<file path="src/rtl/spi_peripheral_if.sv">
// SPI responder bus bundle: the SPI pins plus the local transmit/receive
// handshake. The slave modport is the peripheral's view of it; the master
// modport is the view of whatever drives the SPI pins and the local side.
interface spi_peripheral_if #(
    parameter int SPI_DATA_WIDTH = 8
);
    logic                      p_clk;
    logic                      p_sel_n;
    logic                      copi;
    logic                      cipo;
    logic                      cipo_oe;
    logic [SPI_DATA_WIDTH-1:0] tx_data;
    logic                      tx_valid;
    logic                      tx_ready;
    logic [SPI_DATA_WIDTH-1:0] rx_data;
    logic                      rx_valid;
    logic                      frame_abort;

    modport slave (
        input  p_clk, p_sel_n, copi, tx_data, tx_valid,
        output cipo, cipo_oe, tx_ready, rx_data, rx_valid, frame_abort
    );

    modport master (
        output p_clk, p_sel_n, copi, tx_data, tx_valid,
        input  cipo, cipo_oe, tx_ready, rx_data, rx_valid, frame_abort
    );
endinterface

</file>
<file path="src/rtl/spi_peripheral.sv">
// SPI responder (target). Oversamples p_clk / p_sel_n / copi in the sys_clk
// domain and exchanges one SPI_DATA_WIDTH word each way per select window,
// LSB first. Local logic hands over the next transmit word through a one-deep
// buffer (tx_valid/tx_ready) and sees each received word as rx_data/rx_valid.
// Optional sticky underrun/abort status register: define SPI_PERI_STATUS_EN.
module spi_peripheral #(
    parameter int SPI_DATA_WIDTH = 8,
    parameter bit CPOL           = 1'b0,
    parameter bit CPHA           = 1'b0
) (
    input  logic             sys_clk,
    input  logic             sync_rst_n,
`ifdef SPI_PERI_STATUS_EN
    input  logic             status_clr,
    output logic [1:0]       status,
`endif
    spi_peripheral_if.slave  bus
);

    localparam int W     = SPI_DATA_WIDTH;
    localparam int CNT_W = $clog2(W) + 1;

    typedef enum logic [1:0] {
        IDLE,
        LOAD,
        XFER,
        DONE
    } state_t;

    state_t state;
    state_t state_next;

    // Synchroniser and edge-detect flops
    logic p_clk_s1, p_clk_s2, p_clk_s3;
    logic sel_s1, sel_s2, sel_s3;
    logic copi_s1, copi_s2;

    // Edge events in the sys_clk domain
    logic lead_edge, trail_edge;
    logic sample_edge, drive_edge;
    logic sel_fall, sel_rise;

    // Datapath registers
    logic [W-1:0]     tx_buf;
    logic             tx_buf_full;
    logic [W-1:0]     tx_shift;
    logic [W-2:0]     rx_shift;
    logic [W-1:0]     rx_word;
    logic [W-1:0]     rx_data_q;
    logic [CNT_W-1:0] bit_cnt;
    logic             rx_valid_q;
    logic             frame_abort_q;
    logic             active;

    // FSM control strobes
    logic load_frame;
    logic take_sample;
    logic shift_out;
    logic complete;
    logic abort;
    logic oe_c;
    logic cipo_c;

    // Derived signals
    logic [W-1:0] rx_next;
    logic         last_sample;
    logic         first_lead_hold;
    logic         tx_ready_c;
    logic         tx_accept;

    // Bring the SPI pins into sys_clk: two sync flops each, plus a third
    // on p_clk and p_sel_n so their edges can be detected.
    always_ff @(posedge sys_clk) begin
        if (!sync_rst_n) begin
            p_clk_s1 <= 1'b0;
            p_clk_s2 <= 1'b0;
            p_clk_s3 <= 1'b0;
            sel_s1   <= 1'b0;
            sel_s2   <= 1'b0;
            sel_s3   <= 1'b0;
            copi_s1  <= 1'b0;
            copi_s2  <= 1'b0;
        end else begin
            p_clk_s1 <= bus.p_clk;
            p_clk_s2 <= p_clk_s1;
            p_clk_s3 <= p_clk_s2;
            sel_s1   <= bus.p_sel_n;
            sel_s2   <= sel_s1;
            sel_s3   <= sel_s2;
            copi_s1  <= bus.copi;
            copi_s2  <= copi_s1;
        end
    end

    // Leading edge leaves the idle level, trailing edge returns to it; CPHA
    // decides which of the two samples copi and which advances cipo.
    assign lead_edge   = (p_clk_s2 != CPOL) && (p_clk_s3 == CPOL);
    assign trail_edge  = (p_clk_s2 == CPOL) && (p_clk_s3 != CPOL);
    assign sample_edge = CPHA ? trail_edge : lead_edge;
    assign drive_edge  = CPHA ? lead_edge : trail_edge;
    assign sel_fall    = !sel_s2 && sel_s3;
    assign sel_rise    = sel_s2 && !sel_s3;

    // The word as it stands once the bit being sampled now is shifted in
    assign rx_next         = {copi_s2, rx_shift};
    assign last_sample     = (bit_cnt == CNT_W'(W - 1));
    // With CPHA=1 bit 0 is already on cipo, so the first leading edge
    // must not advance the shifter.
    assign first_lead_hold = CPHA && (bit_cnt == '0);

    assign tx_ready_c = active && !tx_buf_full;
    assign tx_accept  = bus.tx_valid && tx_ready_c;

    // State register
    always_ff @(posedge sys_clk) begin
        if (!sync_rst_n) begin
            state <= IDLE;
        end else begin
            state <= state_next;
        end
    end

    // Next-state logic and per-cycle control strobes, including the cipo
    // pad value and its output enable
    always_comb begin
        state_next  = state;
        load_frame  = 1'b0;
        take_sample = 1'b0;
        shift_out   = 1'b0;
        complete    = 1'b0;
        abort       = 1'b0;
        oe_c        = 1'b0;
        cipo_c      = 1'b0;
        case (state)
            IDLE: begin
                if (sel_fall) begin
                    state_next = LOAD;
                end
            end
            LOAD: begin
                oe_c       = 1'b1;
                cipo_c     = tx_buf_full & tx_buf[0];
                load_frame = 1'b1;
                if (sel_rise) begin
                    abort      = 1'b1;
                    state_next = IDLE;
                end else begin
                    state_next = XFER;
                end
            end
            XFER: begin
                oe_c   = 1'b1;
                cipo_c = tx_shift[0];
                if (sample_edge) begin
                    take_sample = 1'b1;
                    if (last_sample) begin
                        // A completing sample wins over a simultaneous deselect
                        complete   = 1'b1;
                        state_next = sel_rise ? IDLE : DONE;
                    end else if (sel_rise) begin
                        abort      = 1'b1;
                        state_next = IDLE;
                    end
                end else if (sel_rise) begin
                    abort      = 1'b1;
                    state_next = IDLE;
                end else if (drive_edge && !first_lead_hold) begin
                    shift_out = 1'b1;
                end
            end
            DONE: begin
                oe_c   = 1'b1;
                cipo_c = tx_shift[0];
                if (sel_rise) begin
                    state_next = IDLE;
                end
            end
            default: begin
                state_next = IDLE;
            end
        endcase
    end

    // One-deep transmit buffer: a new word may be accepted in any state,
    // and a word accepted in the LOAD cycle is kept for the next frame.
    always_ff @(posedge sys_clk) begin
        if (!sync_rst_n) begin
            tx_buf      <= '0;
            tx_buf_full <= 1'b0;
            active      <= 1'b0;
        end else begin
            active <= 1'b1;
            if (tx_accept) begin
                tx_buf      <= bus.tx_data;
                tx_buf_full <= 1'b1;
            end else if (load_frame) begin
                tx_buf_full <= 1'b0;
            end
        end
    end

    // Frame shifters and bit counter; an empty buffer at frame start sends
    // all zeros.
    always_ff @(posedge sys_clk) begin
        if (!sync_rst_n) begin
            tx_shift <= '0;
            rx_shift <= '0;
            bit_cnt  <= '0;
        end else begin
            if (load_frame) begin
                tx_shift <= tx_buf_full ? tx_buf : '0;
                bit_cnt  <= '0;
            end else if (shift_out) begin
                tx_shift <= {1'b0, tx_shift[W-1:1]};
            end
            if (take_sample) begin
                rx_shift <= rx_next[W-1:1];
                bit_cnt  <= bit_cnt + CNT_W'(1);
            end
        end
    end

    // Received word and the completion/abort strobes
    always_ff @(posedge sys_clk) begin
        if (!sync_rst_n) begin
            rx_data_q     <= '0;
            rx_valid_q    <= 1'b0;
            frame_abort_q <= 1'b0;
        end else begin
            rx_valid_q    <= complete;
            frame_abort_q <= abort;
            if (complete) begin
                rx_data_q <= rx_next;
            end
        end
    end

    assign rx_word         = rx_data_q;
    assign bus.rx_data     = rx_word;
    assign bus.rx_valid    = rx_valid_q;
    assign bus.frame_abort = frame_abort_q;
    assign bus.tx_ready    = tx_ready_c;
    assign bus.cipo        = cipo_c;
    assign bus.cipo_oe     = oe_c;

`ifdef SPI_PERI_STATUS_EN
    logic [1:0] status_q;
    logic       underrun_evt;

    assign underrun_evt = load_frame && !tx_buf_full;

    // Sticky underrun/abort flags; a new event beats a simultaneous clear
    always_ff @(posedge sys_clk) begin
        if (!sync_rst_n) begin
            status_q <= 2'b00;
        end else begin
            status_q[0] <= underrun_evt | (status_q[0] & ~status_clr);
            status_q[1] <= abort        | (status_q[1] & ~status_clr);
        end
    end

    assign status = status_q;
`endif

endmodule
</file>
<file path="src/flat_wrapper.sv">
// flat-port wrapper written by rule: the top's interface ports become plain ports
module spi_peripheral_flat 
#(
    parameter int SPI_DATA_WIDTH = 8,
    parameter bit CPOL           = 1'b0,
    parameter bit CPHA           = 1'b0
)
  (sys_clk, sync_rst_n, bus_p_clk, bus_p_sel_n, bus_copi, bus_tx_data, bus_tx_valid, bus_cipo, bus_cipo_oe, bus_tx_ready, bus_rx_data, bus_rx_valid, bus_frame_abort);
  spi_peripheral_if #(.SPI_DATA_WIDTH(SPI_DATA_WIDTH)) bus_i ();
  input  logic sys_clk;
  input  logic sync_rst_n;
  input wire logic [$bits(bus_i.p_clk)-1:0] bus_p_clk;
  input wire logic [$bits(bus_i.p_sel_n)-1:0] bus_p_sel_n;
  input wire logic [$bits(bus_i.copi)-1:0] bus_copi;
  input wire logic [$bits(bus_i.tx_data)-1:0] bus_tx_data;
  input wire logic [$bits(bus_i.tx_valid)-1:0] bus_tx_valid;
  output wire logic [$bits(bus_i.cipo)-1:0] bus_cipo;
  output wire logic [$bits(bus_i.cipo_oe)-1:0] bus_cipo_oe;
  output wire logic [$bits(bus_i.tx_ready)-1:0] bus_tx_ready;
  output wire logic [$bits(bus_i.rx_data)-1:0] bus_rx_data;
  output wire logic [$bits(bus_i.rx_valid)-1:0] bus_rx_valid;
  output wire logic [$bits(bus_i.frame_abort)-1:0] bus_frame_abort;
  assign bus_i.p_clk = bus_p_clk;
  assign bus_i.p_sel_n = bus_p_sel_n;
  assign bus_i.copi = bus_copi;
  assign bus_i.tx_data = bus_tx_data;
  assign bus_i.tx_valid = bus_tx_valid;
  assign bus_cipo = bus_i.cipo;
  assign bus_cipo_oe = bus_i.cipo_oe;
  assign bus_tx_ready = bus_i.tx_ready;
  assign bus_rx_data = bus_i.rx_data;
  assign bus_rx_valid = bus_i.rx_valid;
  assign bus_frame_abort = bus_i.frame_abort;
  spi_peripheral #(.SPI_DATA_WIDTH(SPI_DATA_WIDTH), .CPOL(CPOL), .CPHA(CPHA)) u_core (.sys_clk(sys_clk), .sync_rst_n(sync_rst_n), .bus(bus_i));
endmodule
</file>
<file path="config.mk">
export PLATFORM = sky130hd
export DESIGN_NAME = spi_peripheral_flat
export DESIGN_NICKNAME = d
export VERILOG_FILES = /design/src/rtl/spi_peripheral_if.sv /design/src/rtl/spi_peripheral.sv /design/src/flat_wrapper.sv
export SDC_FILE = /design/constraint.sdc
export NUM_CORES = 1
export LEC_CHECK = 0
export BUFFER_PORTS_ARGS = -buffer_cell sky130_fd_sc_hd__buf_2
export CELL_PAD_IN_SITES_DETAIL_PLACEMENT = 1
export CELL_PAD_IN_SITES_GLOBAL_PLACEMENT = 1
export CORE_MARGIN = 5
export CORE_UTILIZATION = 39
export DETAILED_ROUTE_END_ITERATION = 8
export GPL_TIMING_DRIVEN = 0
export MAX_ROUTING_LAYER = met4
export PLACE_DENSITY_LB_ADDON = 0.1
export SYNTH_ARGS = -nofsm -noshare
export SYNTH_HDL_FRONTEND = slang
export SYNTH_SLANG_ARGS = --single-unit
export TNS_END_PERCENT = 30
</file>
<file path="constraint.sdc">
create_clock -name sys_clk -period 1.5 [get_ports sys_clk]
set_input_delay 0.15 -clock sys_clk [delete_from_list [all_inputs] [get_ports sys_clk]]
set_output_delay 0.15 -clock sys_clk [all_outputs]
set_load 0.03 [all_outputs]
</file>
# After elaboration in Yosys (flattened, before gate mapping)

Cells that the tools add are included.

Input bits: 14
Logic and storage cells: 73
Register bits: 49
Output and inout port bits: 13

Muxes and demuxes: 31
Bitwise operators: 3
Eq/ne operators: 5
Reductions and logical operators: 15
Add/sub/neg operators: 1

Operators with widths:

| cell                                                             | count |
|---|---|
| 8-bit two-way mux                                                | 3 |
| 1-bit two-way mux                                                | 17 |
| 2-bit two-way mux                                                | 6 |
| 4-bit two-way mux                                                | 2 |
| 2-bit case mux with 4 select lines                               | 1 |
| 1-bit logical AND                                                | 6 |
| 2-bit nonzero test                                               | 3 |
| 4-bit by 1-bit adder with 4-bit output (second input constant)   | 1 |
| 2-bit == test (second input constant)                            | 2 |
| 4-bit by 3-bit == test with 1-bit output (second input constant) | 1 |
| 1-bit case mux with 2 select lines                               | 2 |
| 1-bit logical NOT                                                | 3 |
| 3-bit OR reduction                                               | 1 |
| 2-bit by 1-bit == test with 1-bit output (second input constant) | 1 |
| 2-bit logical NOT                                                | 1 |
| 2-bit by 1-bit != test with 1-bit output (second input constant) | 1 |
| 1-bit NOT                                                        | 2 |
| 2-bit OR reduction                                               | 1 |
| 1-bit bitwise AND                                                | 1 |

# Depth between registers and ports, before layout

Depth in word-level cells: 8
Gate-level depth with buffers: 7
Gate-level depth less buffers: 5

# Worst setup path after synthesis

No wires, ideal clock.

Path kind: register -> output
Start point: reg u_core.state[1]
End point: out bus_cipo
Setup slack: -182 ps
Data arrival time: 1532 ps
Stages on the path, launching flop included: 7
Cell sequence: dfxtp_1 inv_1 ha_1 buf_2 buf_2 nand3_1 a21oi_1

Cells in the longest elaborated chain, start to end: 3
Elaborated cells between the ends (all ways): 5
Classes of those cells: eq/ne (3); mux (1); reduce/logical (1)

Ends and longest elaborated chain:

| element                                | line                  | text |
|---|---|---|
| from (decl)                            | spi_peripheral.sv:30  | `state_t state;` |
| from (signal assigned)                 | spi_peripheral.sv:119 | `state <= state_next;` |
| 2-bit == test                          | spi_peripheral.sv:134 | `case (state)` |
| 2-bit OR reduction (no line)           | -                     |  |
| 1-bit case mux with 2 select lines (*) | spi_peripheral.sv:134 |  |
| to (decl)                              | flat_wrapper.sv:17    | `output wire logic [$bits(bus_i.cipo)-1:0] bus_cipo;` |

Every way passes the cells marked *; elsewhere a longest branch is shown, timed or not.

# Worst setup path after layout

Ends and elaborated chain as after synthesis.

==> results.cfg <==
[logic_synthesis]
yosys-top-cells-area = dfxtp_1, mux2i_1, a21oi_1, nand2_1, ha_1
synth_area_leader_cell = dfxtp_1
syn_nets = 246
ys.flop_type = dfxtp_1
ys_seq_elements = 49
yosysTopAreaCellShare = 0.4726
synthCells = 226
ys_seq_area_frac = 0.4726
yosysWarnings = 0
synthesis.area_sq_mm = 0.002076
async_reset_ff_frac = 0
avgSynthCellArea_sq_um = 9.185
synth_edf_count = 0
yosys.cell_types.count = 40

[worst_setup_path]
worstSetupPathType = reg2out
worstPathRequired_ns = 1.35
reg2reg_from = u_core.state[1]$_SDFFE_PN0P_
worstSetupStartpoint = u_core.state[1]$_SDFFE_PN0P_
timing.rr.end = u_core.state[0]$_SDFFE_PN0P_
crit_end = bus_cipo
r2r_cells = 6
start_kind = flop
reg2reg_slack_ns = -0.09
critPathCaptureType = primary output
cpPeakStageDelay_ns = 0.38
worstPathCellList = buf_6 -> ha_4 -> or2_4 -> nand2_4 -> a21oi_4 -> buf_6
arrival_ns = 1.47
crit_slowest_cell = dfxtp_4
critical_path.max_fanout = 7
crit_top_cell = buf_6

[drt]
vias_per_cell = 5.085
drc_errors = 0
first_pass_iters = 4
num_vias = 1729
wl_per_cell_um = 14.89
antenna_left = 0
wl_um = 5064
drtIter0Drc = 91

[timing]
finalSetupTns_ns = -0.2719
fin_crit_ns = 1.621
setup_violations = 4
hold_viol_final = 0
finalMaxSlewViolations = 0
finalWorstSetupSlack_ns = -0.1205
min_period_over_period = 1.080
skew_ns = 0.007198
fmax_mhz = 617.1
max_slew.worst_pin.slew_ns = 0.5607
relSlewSlack = 0.6262
rsz0062_at_grt = true

[floorplanning]
die_area_sq_mm = 0.006882
die_h_um = 82.96
io_pins = 27
initial_utilization = 0.4038
core_area_sq_mm = 0.005140
die_w_um = 82.96
rows = 26

[clock_network]
ctsHoldBuffers = 0
root_buffer = clkbuf_8
clk-insertion-delay-late_ns = 0.30
cts_buffers = 5
tritoncts = yes
clkTransAtPathRegs_ns = 0.09
cts_buffer_depth = 2
clock_sinks = 49
h-tree-depth = 2

[placed_design]
io_buffers = 26
dpl-instance-area_sq_mm = 0.002307
dp_hpwl_um = 3452
globalplace.congestion = 0.7950
dp_cells = 322
pre_cts_ws_ns = -0.2991

[min_path]
hold_path_class = in2reg

[final_layout]
drive_gt1_frac = 0.2852
fillCellCount = 622
syn2layout_area_growth_pct = 27.18
finalInstanceArea_sq_mm = 0.002640
fin_util = 0.5136
final_cell_mix = dfxtp_1, buf_2, nand2_1
instances_no_fill = 340
nNetsFinal = 289
antenna_cells = 0
layout_commonest_cell = dfxtp_1

[outcome]
status = finished, violations left
violations = setup timing

[flow_run]
drv_cap = 0

[global_routing]
grt_pass1_vias = 1816
grt_start_max_net_pins = 16
grt_usage = 0.1579
grt_overflow = 0
grt_pass1_wl_um = 8742
antenna_found_initial = 0

[power]
power_leakage_uw = 0.001124
vdd_ir_drop_max_v = 0.0006807
p_per_area_mw_per_mm2 = 1049
-- layout make-up --
class | instances | area, sq um | area share
Timing Repair Buffer | 38 | 245.2 | 0.09289
Multi-Input combinational cell | 154 | 1085 | 0.4109
Inverter | 8 | 32.53 | 0.01232
Clock buffer | 6 | 82.58 | 0.03128
Clock inverter | 2 | 37.54 | 0.01422
Buffer | 13 | 80.08 | 0.03033
Tap cell | 70 | 87.58 | 0.03318
Sequential cell | 49 | 989.7 | 0.3749
-- logic make-up (layout without fill, tap and decap cells) --
| family | after synthesis | after routing | synth area share |
|---|---|---|---|
| simple gates | 85 | 85 | 0.2140 |
| buf+inv | 23 | 67 | 0.04883 |
| fa+ha+maj | 7 | 7 | 0.04099 |
| flops | 49 | 49 | 0.4726 |
| compound gates | 47 | 47 | 0.1489 |
| mux | 15 | 15 | 0.07474 |
-- cells in the mapped netlist, drive strengths merged, types with 4 or more instances --
cell and n:
clkbuf 7, and2 8, nand2b 4, ha 6
mux2i 14, nor2b 8, a21oi 20, nand2 26
nand3 12, inv 8, nor2 11, dfxtp 49
and3 7, buf 8, o21ai 15
-- how the worst min path moves through the flow --
stage	cells past startpoint	from	end	slack, ns
2_1_floorplan	0	sync_rst_n	u_core.active$_DFF_P_	0.18
3_3_place_gp	2	bus_p_sel_n	u_core.sel_s1$_SDFF_PN0_	0.36
3_5_place_dp	2	bus_p_clk	u_core.p_clk_s1$_SDFF_PN0_	0.36
4_1_cts	2	bus_p_clk	u_core.p_clk_s1$_SDFF_PN0_	0.04
5_1_grt	2	bus_p_clk	u_core.p_clk_s1$_SDFF_PN0_	0.04
6_report	2	bus_p_clk	u_core.p_clk_s1$_SDFF_PN0_	0.05
-- through the flow --
| stage | total power (uW) | hold slack (ns) |
|---|---|---|
| after floorplan | 1601 | 0.1777 |
| after detailed placement | 1693 | 0.3608 |
| final | 2770 | 0.05048 |
| after global placement | 1689 | 0.3563 |
| after global routing | 2889 | 0.04041 |
| after CTS | 2786 | 0.04326 |
-- repair_timing --
action,CTS,global route
pin swaps,5,2
resized for setup,26,8
setup buffers,12,0
setup endpoints to repair,22,15
-- worst max-delay path: cells and delay by family (launching register included) --
kind / cells / cell delay [ns]
AND/OR/NAND/NOR: 2 / 0.31
flip-flops: 1 / 0.38
buffers and inverters: 2 / 0.25
adder cells (fa/ha/maj): 1 / 0.17
AO/OA/AOI/OAI: 1 / 0.06
-- state kept, by name (all words and copies together), names as in the netlist, 2 cells and up --
signal,cells
u_core.bus.rx_data,8
u_core.tx_shift,8
u_core.rx_shift,7
u_core.bit_cnt,4
u_core.state,2
u_core.tx_buf,8
-- where the power goes --
group,switching (uW),internal [uW]
registers,32.1,1330
logic,221,193
clock network,448,543
total,702,2070
-- per-layer routing --
layer  vias up  wire, um  GRT usage
li1        862         -          -
met1       836      2248     0.1812
met2        23      2601     0.2748
met3         8       144    0.03069
met4         0        70    0.05349
met5         -         0          -
Power figures use the tool's default switching activity.
